$ cat src/rtl/armleo_cpu_tlb.sv
// armleo_cpu_tlb: set-associative TLB for the ArmleoCPU MMU.
// Caches VPN -> (ptag, metadata) translations; one RESOLVE / NEW_ENTRY /
// INVALIDATE_ALL command per clock. Fills use one global round-robin way pointer.
// Optional debug trace: define ARMLEOCPU_TLB_DEBUG_EN to print every command
// (simulation only, no functional effect).
module armleo_cpu_tlb #(
    parameter int ENTRIES_W   = 1,
    parameter int WAYS        = 3,
    parameter int INSTANCE_ID = 0,
    localparam int WAYS_W     = (WAYS > 1) ? $clog2(WAYS) : 1
) (
    input  logic              clk,
    input  logic              rst,
    input  logic [1:0]        cmd,
    input  logic [19:0]       vaddr_input,
    input  logic [7:0]        new_entry_metadata_input,
    input  logic [21:0]       new_entry_ptag_input,
    output logic              hit,
    output logic [7:0]        resolve_metadata_output,
    output logic [21:0]       resolve_ptag_output,
    output logic [WAYS_W-1:0] resolve_way
);

    localparam int SETS  = 1 << ENTRIES_W;
    localparam int TAG_W = 20 - ENTRIES_W;

    typedef enum logic [1:0] {
        TLB_CMD_NONE           = 2'd0,
        TLB_CMD_RESOLVE        = 2'd1,
        TLB_CMD_NEW_ENTRY      = 2'd2,
        TLB_CMD_INVALIDATE_ALL = 2'd3
    } tlb_cmd_t;

    // Per-set, per-way storage. Only the valid bits carry reset state.
    logic [WAYS-1:0]  valid_q [SETS];
    logic [TAG_W-1:0] vtag_q  [SETS][WAYS];
    logic [21:0]      ptag_q  [SETS][WAYS];
    logic [7:0]       meta_q  [SETS][WAYS];

    logic [WAYS_W-1:0] ptr_q;
    logic [WAYS_W-1:0] ptr_next;

    logic [ENTRIES_W-1:0] set_idx;
    logic [TAG_W-1:0]     vtag;

    logic              lookup_hit;
    logic [WAYS_W-1:0] lookup_way;
    logic [21:0]       lookup_ptag;
    logic [7:0]        lookup_meta;

    tlb_cmd_t cmd_e;

    assign cmd_e   = tlb_cmd_t'(cmd);
    assign set_idx = vaddr_input[ENTRIES_W-1:0];
    assign vtag    = vaddr_input[19:ENTRIES_W];

    // Round-robin pointer successor, wrapping from WAYS-1 back to 0.
    always_comb begin
        // NOTE: every combinational output gets a default first so no path
        // leaves it unassigned, which would otherwise infer a latch.
        ptr_next = ptr_q + 1'b1;
        if (ptr_q == WAYS_W'(WAYS - 1)) begin
            ptr_next = '0;
        end
    end

    // Tag compare across the indexed set; scanning downward lets the lowest
    // matching way overwrite any higher one, so duplicates resolve to it.
    always_comb begin
        lookup_hit  = 1'b0;
        lookup_way  = '0;
        lookup_ptag = '0;
        lookup_meta = '0;
        for (int w = WAYS - 1; w >= 0; w--) begin
            if (valid_q[set_idx][w] && (vtag_q[set_idx][w] == vtag)) begin
                lookup_hit  = 1'b1;
                lookup_way  = WAYS_W'(w);
                lookup_ptag = ptag_q[set_idx][w];
                lookup_meta = meta_q[set_idx][w];
            end
        end
    end

    // Control state: valid bits, replacement pointer and registered lookup result.
    always_ff @(posedge clk) begin
        // NOTE: sequential state uses non-blocking assignments so every
        // register samples pre-edge values regardless of statement order.
        if (rst) begin
            for (int s = 0; s < SETS; s++) begin
                valid_q[s] <= '0;
            end
            ptr_q                   <= '0;
            hit                     <= 1'b0;
            resolve_metadata_output <= '0;
            resolve_ptag_output     <= '0;
            resolve_way             <= '0;
        end else begin
            case (cmd_e)
                TLB_CMD_RESOLVE: begin
                    hit                     <= lookup_hit;
                    resolve_metadata_output <= lookup_meta;
                    resolve_ptag_output     <= lookup_ptag;
                    resolve_way             <= lookup_way;
                end
                TLB_CMD_NEW_ENTRY: begin
                    valid_q[set_idx][ptr_q] <= 1'b1;
                    ptr_q                   <= ptr_next;
                end
                TLB_CMD_INVALIDATE_ALL: begin
                    for (int s = 0; s < SETS; s++) begin
                        valid_q[s] <= '0;
                    end
                end
                default: begin
                end
            endcase
        end
    end

    // Entry payload written on fill.
    always_ff @(posedge clk) begin
        // NOTE: the tag/data arrays are deliberately not reset; they are
        // unobservable until their valid bit is set, and leaving them out of
        // reset lets them map onto plain RAM.
        if (!rst && (cmd_e == TLB_CMD_NEW_ENTRY)) begin
            vtag_q[set_idx][ptr_q] <= vtag;
            ptag_q[set_idx][ptr_q] <= new_entry_ptag_input;
            meta_q[set_idx][ptr_q] <= new_entry_metadata_input;
        end
    end

`ifdef ARMLEOCPU_TLB_DEBUG_EN
    logic resolve_print_q;

    // Debug trace: one message per command, RESOLVE results once visible.
    always_ff @(posedge clk) begin
        if (rst) begin
            resolve_print_q <= 1'b0;
        end else begin
            resolve_print_q <= (cmd_e == TLB_CMD_RESOLVE);
            if (resolve_print_q) begin
                $display("[armleo_cpu_tlb %0d] RESOLVE result hit=%0b ptag=0x%06h meta=0x%02h way=%0d",
                         INSTANCE_ID, hit, resolve_ptag_output, resolve_metadata_output, resolve_way);
            end
            case (cmd_e)
                TLB_CMD_RESOLVE: begin
                    $display("[armleo_cpu_tlb %0d] RESOLVE vaddr=0x%05h", INSTANCE_ID, vaddr_input);
                end
                TLB_CMD_NEW_ENTRY: begin
                    $display("[armleo_cpu_tlb %0d] NEW_ENTRY vaddr=0x%05h set=%0d way=%0d ptag=0x%06h meta=0x%02h",
                             INSTANCE_ID, vaddr_input, set_idx, ptr_q,
                             new_entry_ptag_input, new_entry_metadata_input);
                end
                TLB_CMD_INVALIDATE_ALL: begin
                    $display("[armleo_cpu_tlb %0d] INVALIDATE_ALL vaddr=0x%05h", INSTANCE_ID, vaddr_input);
                end
                default: begin
                end
            endcase
        end
    end
`endif

endmodule

$ cat config.mk
export PLATFORM = sky130hd
export DESIGN_NAME = armleo_cpu_tlb
export DESIGN_NICKNAME = d
export VERILOG_FILES = /design/src/rtl/armleo_cpu_tlb.sv
export SDC_FILE = /design/constraint.sdc
export NUM_CORES = 1
export LEC_CHECK = 0
export BUFFER_PORTS_ARGS = -buffer_cell sky130_fd_sc_hd__buf_2
export CAP_MARGIN = 20
export CORE_AREA = 5 5 219 221
export CTS_CLUSTER_DIAMETER = 50
export DETAILED_ROUTE_END_ITERATION = 10
export DIE_AREA = 0 0 224 226
export GPL_TIMING_DRIVEN = 1
export PLACE_DENSITY = 0.55
export SETUP_SLACK_MARGIN = 0.05
export SKIP_CTS_REPAIR_TIMING = 1
export SLEW_MARGIN = 25
export SYNTH_ARGS = -nofsm -noshare
export SYNTH_HDL_FRONTEND = slang
export SYNTH_SLANG_ARGS = --single-unit
$ cat constraint.sdc
create_clock -name clk -period 12.7 [get_ports clk]
set_input_delay 0 -clock clk [delete_from_list [all_inputs] [get_ports clk]]
set_output_delay 0 -clock clk [all_outputs]
set_load 0.01 [all_outputs]
Word level (Yosys, flattened, before mapping). Memories as Yosys holds them, arrays and structs flattened. Cells that the tools add are included.

Shift operators: 0. Bitwise logic cells: 3. Muxes and demuxes: 38. Multipliers: 0. Div/mod/pow operators: 0. Add/sub/neg operators: 1. Equal/unequal tests: 7. Reductions and logical operators: 8. $lt $le $gt $ge: 4.

Operator list (count): $mux 22 (4); $mux 66 (1); $eq 19x19->1 (3); $mux 57 (1); $demux 22 s2 (1); $demux 19 s2 (1); $mux 8 (4); $mux 24 (1); $mux 19 (1); $demux 8 s2 (1); $mux 3 (5); $mux 1 (13); $mux 2 (4); $eq 2x2->1 const B (3); $logic_and 1x1->1 (6); $ge 3x3->1 const B (1); $lt 2x3->1 const B (1); $lt 3x1->1 const B (1); $not 2->3 (1); $reduce_or 3->1 (1); $add 2x1->2 const B (1); $demux 1 s2 (1); $eq 2x1->1 const B (1); $ge 2x1->1 const B (1); 2 further kinds (3).

Register bits after elaboration: 35. RAM bits: 300. Memories kept: 4. Latch bits: 0. Logic and storage cells: 70. Bits in read-only memories: 0. Input bits: 54.

Memories: ptag_q (words 2, bits a word 66, rd ports 1, clocked after Yosys merged registers in 0, wr ports 1, line 37) `logic [21:0] ptag_q [SETS][WAYS];`; vtag_q (words 2, bits a word 57, rd ports 1, clocked after Yosys merged registers in 0, wr ports 1, line 36) `logic [TAG_W-1:0] vtag_q [SETS][WAYS];`; meta_q (words 2, bits a word 24, rd ports 1, clocked after Yosys merged registers in 0, wr ports 1, line 38) `logic [7:0] meta_q [SETS][WAYS];`; valid_q (words 2, bits a word 3, rd ports 1, clocked after Yosys merged registers in 0, wr ports 2, line 35) `logic [WAYS-1:0] valid_q [SETS];`.

Longest topological paths before layout.
Word-level depth: 7. Mapped depth: 11.

Worst setup path after synthesis. OpenSTA, ideal clock, no wires.

Kind: input to register. Start: input port vaddr_input[0]. End: memory meta_q[1][16] (netlist name), enable pin. Library setup time: 0.519 ns. Arrival: 4.689 ns. Data required time: 12.181 ns. Path buffers: 5. Cell stages on the path: 7. Slack: 7.493 ns. Path through: buf_6 -> buf_6 -> buf_2 -> clkbuf_1 -> clkbuf_1 -> nand2_1 -> nor3_1.

RTL lines: start, declared (line 15) `input logic [19:0] vaddr_input,`; end, declared (line 38).

Straight into the memory's write port.

Worst setup path in the final report.
Start: input port vaddr_input[0]. End: register resolve_ptag_output[1].

Longest elaborated chain between the ends: 6. Elaborated cells on any way between the ends: 12. Classes of those cells: eq/ne (3); mux (3); reduce/logical (3); memory (3).

RTL lines: $mem_v2 2x57; $eq 19x19->1 (line 75) `if (valid_q[set_idx][w] && (vtag_q[set_idx][w] == vtag)) begin`; $logic_and 1x1->1 (line 75); $mux 22 (2 in a row) (line 75); $mux 22 * (line 75); end signal, assigned (line 102) `resolve_ptag_output <= lookup_ptag;`; end, declared (line 20) `output logic [21:0] resolve_ptag_output,`.

Mark *: on every way between the ends. The rest lies on a longest branch, timed or not. A chain may end at the register's enable or synchronous reset.

==> key figures <==
Status
  – Status: completed

Synthesis
  – Mapped Nets: 932
  – Synth Area in Simple Gates: 4.49%
  – Register area share after synthesis: 69.1%
  – Cell taking the most area after synthesis: edfxtp_1
  – Compound-Gate Fraction of Synth Area: 9.35%
  – Synth Area per Inst: 15.9 um2
  – Count of flip-flops with a built-in enable after synthesis: 294
  – Netlist cell types: 40
  – Synth area leaders: edfxtp_1 (63%), mux2i_1 (6.1%), dfxtp_1 (5.9%), mux2_2 (3.6%), o31ai_1 (3.2%)
  – Post-synthesis cell count: 878
  – Most used flip-flop cell after synthesis: edfxtp_1
  – Synth top area share: 63.2%
  – Largest family of logic cells by synthesized area: multiplexers
  – Synth Area in XOR/XNOR: 3.64%
  – Post-synth ARST share: 0%
  – Seq cells post-synth: 335
  – Synth Area in Adders: 0%
  – Post-Syn Area: 0.0140 mm2
  – Mux cell area share after synthesis: 10.9%
  – Yosys warning total: 0

Critical path
  – Worst stage delay on the critical path: 760 ps
  – Reg2reg start: vtag_q[1][55]$_DFFE_PP_
  – CP Max Fanout: 55
  – Worst path bufs/invs: 4
  – Reg-to-reg slack, setup: 9380 ps
  – Crit path kind: in -> reg
  – CP arrival: 4280 ps
  – Endpoint type of the worst setup path: register
  – Slowest cell on the critical path: buf_4
  – Critical path required time: 13150 ps
  – Critical path startpoint category: input port
  – Beginning of the critical path: vaddr_input[0]
  – Cell Chain, Critical Path: buf_6, buf_4, buf_4, mux2i_1, xnor2_1, a2111oi_1, nand4b_1, a2111oi_4, buf_4, a2bb2oi_1, o21ai_2
  – Crit path top cell by count: buf_4
  – Crit-path leading delay family: buffers and inverters

Finish
  – Antenna Cells: 0
  – Design area: 0.0168 mm2
  – P&R area growth vs syn: 20.2%
  – Final-layout fill cell count: 4336
  – Layout cell share with drive strength beyond 1: 23.8%
  – Utilization after layout: 36.5%
  – Final nets: 1069

Power
  – Peak VDD IR: 0.0878 mV
  – Pwr/cell area: 146 mW/mm2
  – Leak: 5.80 nW

Placed design
  – I/O Buffers: 86
  – Post-DP Area: 0.0150 mm2
  – Pre-CTS setup slack: 8310 ps
  – Detailed Place HPWL: 18.3 mm
  – Placer Congestion: 0.711

Timing
  – RSZ-0062 raised after global routing: false
  – Part of the cycle the worst path needs: 30.2%
  – Setup_tns: 0 ps
  – # setup viols final: 0
  – Final WS setup: 8860 ps
  – Worst Skew: 16.8 ps
  – Worst slew margin: 35.1%
  – Worst-Margin Slew: 974 ps
  – Max Fclk: 0.261 GHz
  – Fin crit period: 3840 ps
  – Final Hold Fails: 0
  – Max-slew violation count: 0

Clock network
  – CTS Sinks: 335
  – Clock slew at reported path FFs: 60 ps
  – CTS root buf: clkbuf_16
  – CTS tree: done
  – CTS H-tree lvls: 2
  – Clock latency at the later pin of the worst-skew pair: 520 ps
  – Number of CTS-inserted buffers: 39
  – Worst-case clock buffer depth: 3

Drt
  – DR vias: 7790
  – Pre-Repair DR Iteration Count: 4
  – Iteration-0 DRC count of the detailed router: 483
  – Via/cell ratio: 4.72
  – Drt total wl: 31.5 mm
  – Post-route ant nets: 0
  – Wire per inst: 19.1 um
  – DRC viols: 0

GRT
  – Initial antenna violation count: 2
  – Total GRT Usage: 12.3%
  – Overflow after GRT: 0
  – First-pass GRT wire length: 48.0 mm
  – Vias in the first global route: 7852
  – Largest net degree at the start of global routing: 62

Hold path
  – Worst hold-check path type: in -> reg
  – Hold path startpoint: cmd[0]

Floorplan
  – Die width: 224 um
  – DIE AREA: 0.0506 mm2
  – Row Count: 79
  – Core area: 0.0460 mm2
  – Initial core utilization: 30.4%
  – I/O Pins: 87
  – Die H: 226 um

Run
  – Max cap viols: 0
==> layer usage <==
| metal | track usage [%] | part of all wire, % | wire length, um |
|---|---|---|---|
| met5 | 0 | 0.041 | 13 |
| met4 | 2.85 | 1.7 | 542 |
| met3 | 2.57 | 4.4 | 1370 |
| met2 | 20.3 | 48 | 15100 |
| met1 | 16.7 | 46 | 14500 |
==> cell type report <==
| class | instances | area, um2 | area share [%] |
|---|---|---|---|
| tap | 607 | 759 | 4.52 |
| multi-input combinational | 487 | 4010 | 23.9 |
| sequential | 335 | 9650 | 57.5 |
| clock buffer | 49 | 1040 | 6.22 |
| clock inverter | 21 | 270 | 1.61 |
| inverter | 1 | 3.75 | 0.0224 |
| timing repair buffer | 151 | 1050 | 6.25 |
==> through the flow <==
| step | hold slack, ps | std cells | total power, mW |
|---|---|---|---|
| 3_5_place_dp | 248 | 1531 | 1.33 |
| 4_1_cts | -301 | 1601 | 2.47 |
| 6_report | 23.9 | 1651 | 2.45 |
| 3_3_place_gp | 241 | 1531 | 1.33 |
| 2_1_floorplan | 98.9 | 878 | 1.29 |
| 5_1_grt | 2.98 | 1651 | 2.54 |
==> sequential cells by signal, indices dropped and copies added (netlist names) <==
name	flops
ptag_q	132
vtag_q	114
meta_q	48
resolve_ptag_output	22
resolve_metadata_output	8
valid_q	6
ptr_q	2
resolve_way	2
hit	1
==> cell usage after synthesis (2+ instances only) <==
cell type and n:
nor2_1 41, edfxtp_1 294, and2_1 31, mux2i_1 85
nand2_1 6, buf_6 16, buf_2 10, dfxtp_1 41
clkbuf_1 22, mux2_1 15, o31ai_1 60, a31oi_1 30
o21ai_0 2, buf_1 6, nand4_1 7, xor2_1 21
nor3_1 4, xnor2_1 37, o21ai_2 30, nand3_1 4
nand2b_1 6, a21oi_1 7, a21o_1 6, nor4_2 2
nor4_1 7, a2bb2oi_1 29, or3_1 2, mux2_2 45
==> cells by family after synthesis <==
logic type      count (synthesis)
flops                         335
compound gates                168
mux                           145
simple gates                  116
xor+xnor                       58
buf+inv                        56
==> power by group <==
group          total, mW  switching, mW  internal [mW]
Sequential          1.21        0.00330           1.21
Combinational      0.107         0.0603         0.0463
Clock               1.14          0.429          0.706
Total               2.45          0.493           1.96
==> final timing paths <==
path | end | cells after the start
min | resolve_way[0]$_SDFFE_PP0N_ | 4
min reg2reg | valid_q[0][0]$_DFF_P_ | 1
max reg2reg | resolve_ptag_output[1]$_SDFFE_PP0N_ | 9
max | resolve_ptag_output[1]$_SDFFE_PP0N_ | 11
==> cells in the final DEF, fill, tap and decap left out, types with 2 or more instances in the layout <==
cell type        n
edfxtp_1       294
mux2i_1         85
buf_2           85
o31ai_1         60
dlygate4sd3_1   50
mux2_2          45
dfxtp_1         41
clkbuf_16       39
nor2_1          37
xnor2_1         37
and2_1          31
a31oi_1         30
o21ai_2         30
a2bb2oi_1       29
xor2_1          21
mux2_1          15
buf_4           15
a21oi_1          7
nor4_1           7
nand4_1          7
clkbuf_1         7
a21o_1           6
bufinv_16        6
nand2b_1         5
nand2_1          5
clkinv_1         5
nor2_4           4
nand3_1          4
clkinv_2         4
inv_6            3
clkbuf_8         3
or3_1            2
nor3_2           2
o21ai_0          2
nor4_2           2
nor3_1           2
clkinv_4         2
==> worst min-delay path, stage by stage <==
cell,delay (ps)
buf_2,120
nor2b_1,200
nand3_1,90
a21oi_1,60
No activity file was read; power rests on OpenSTA's default activity.
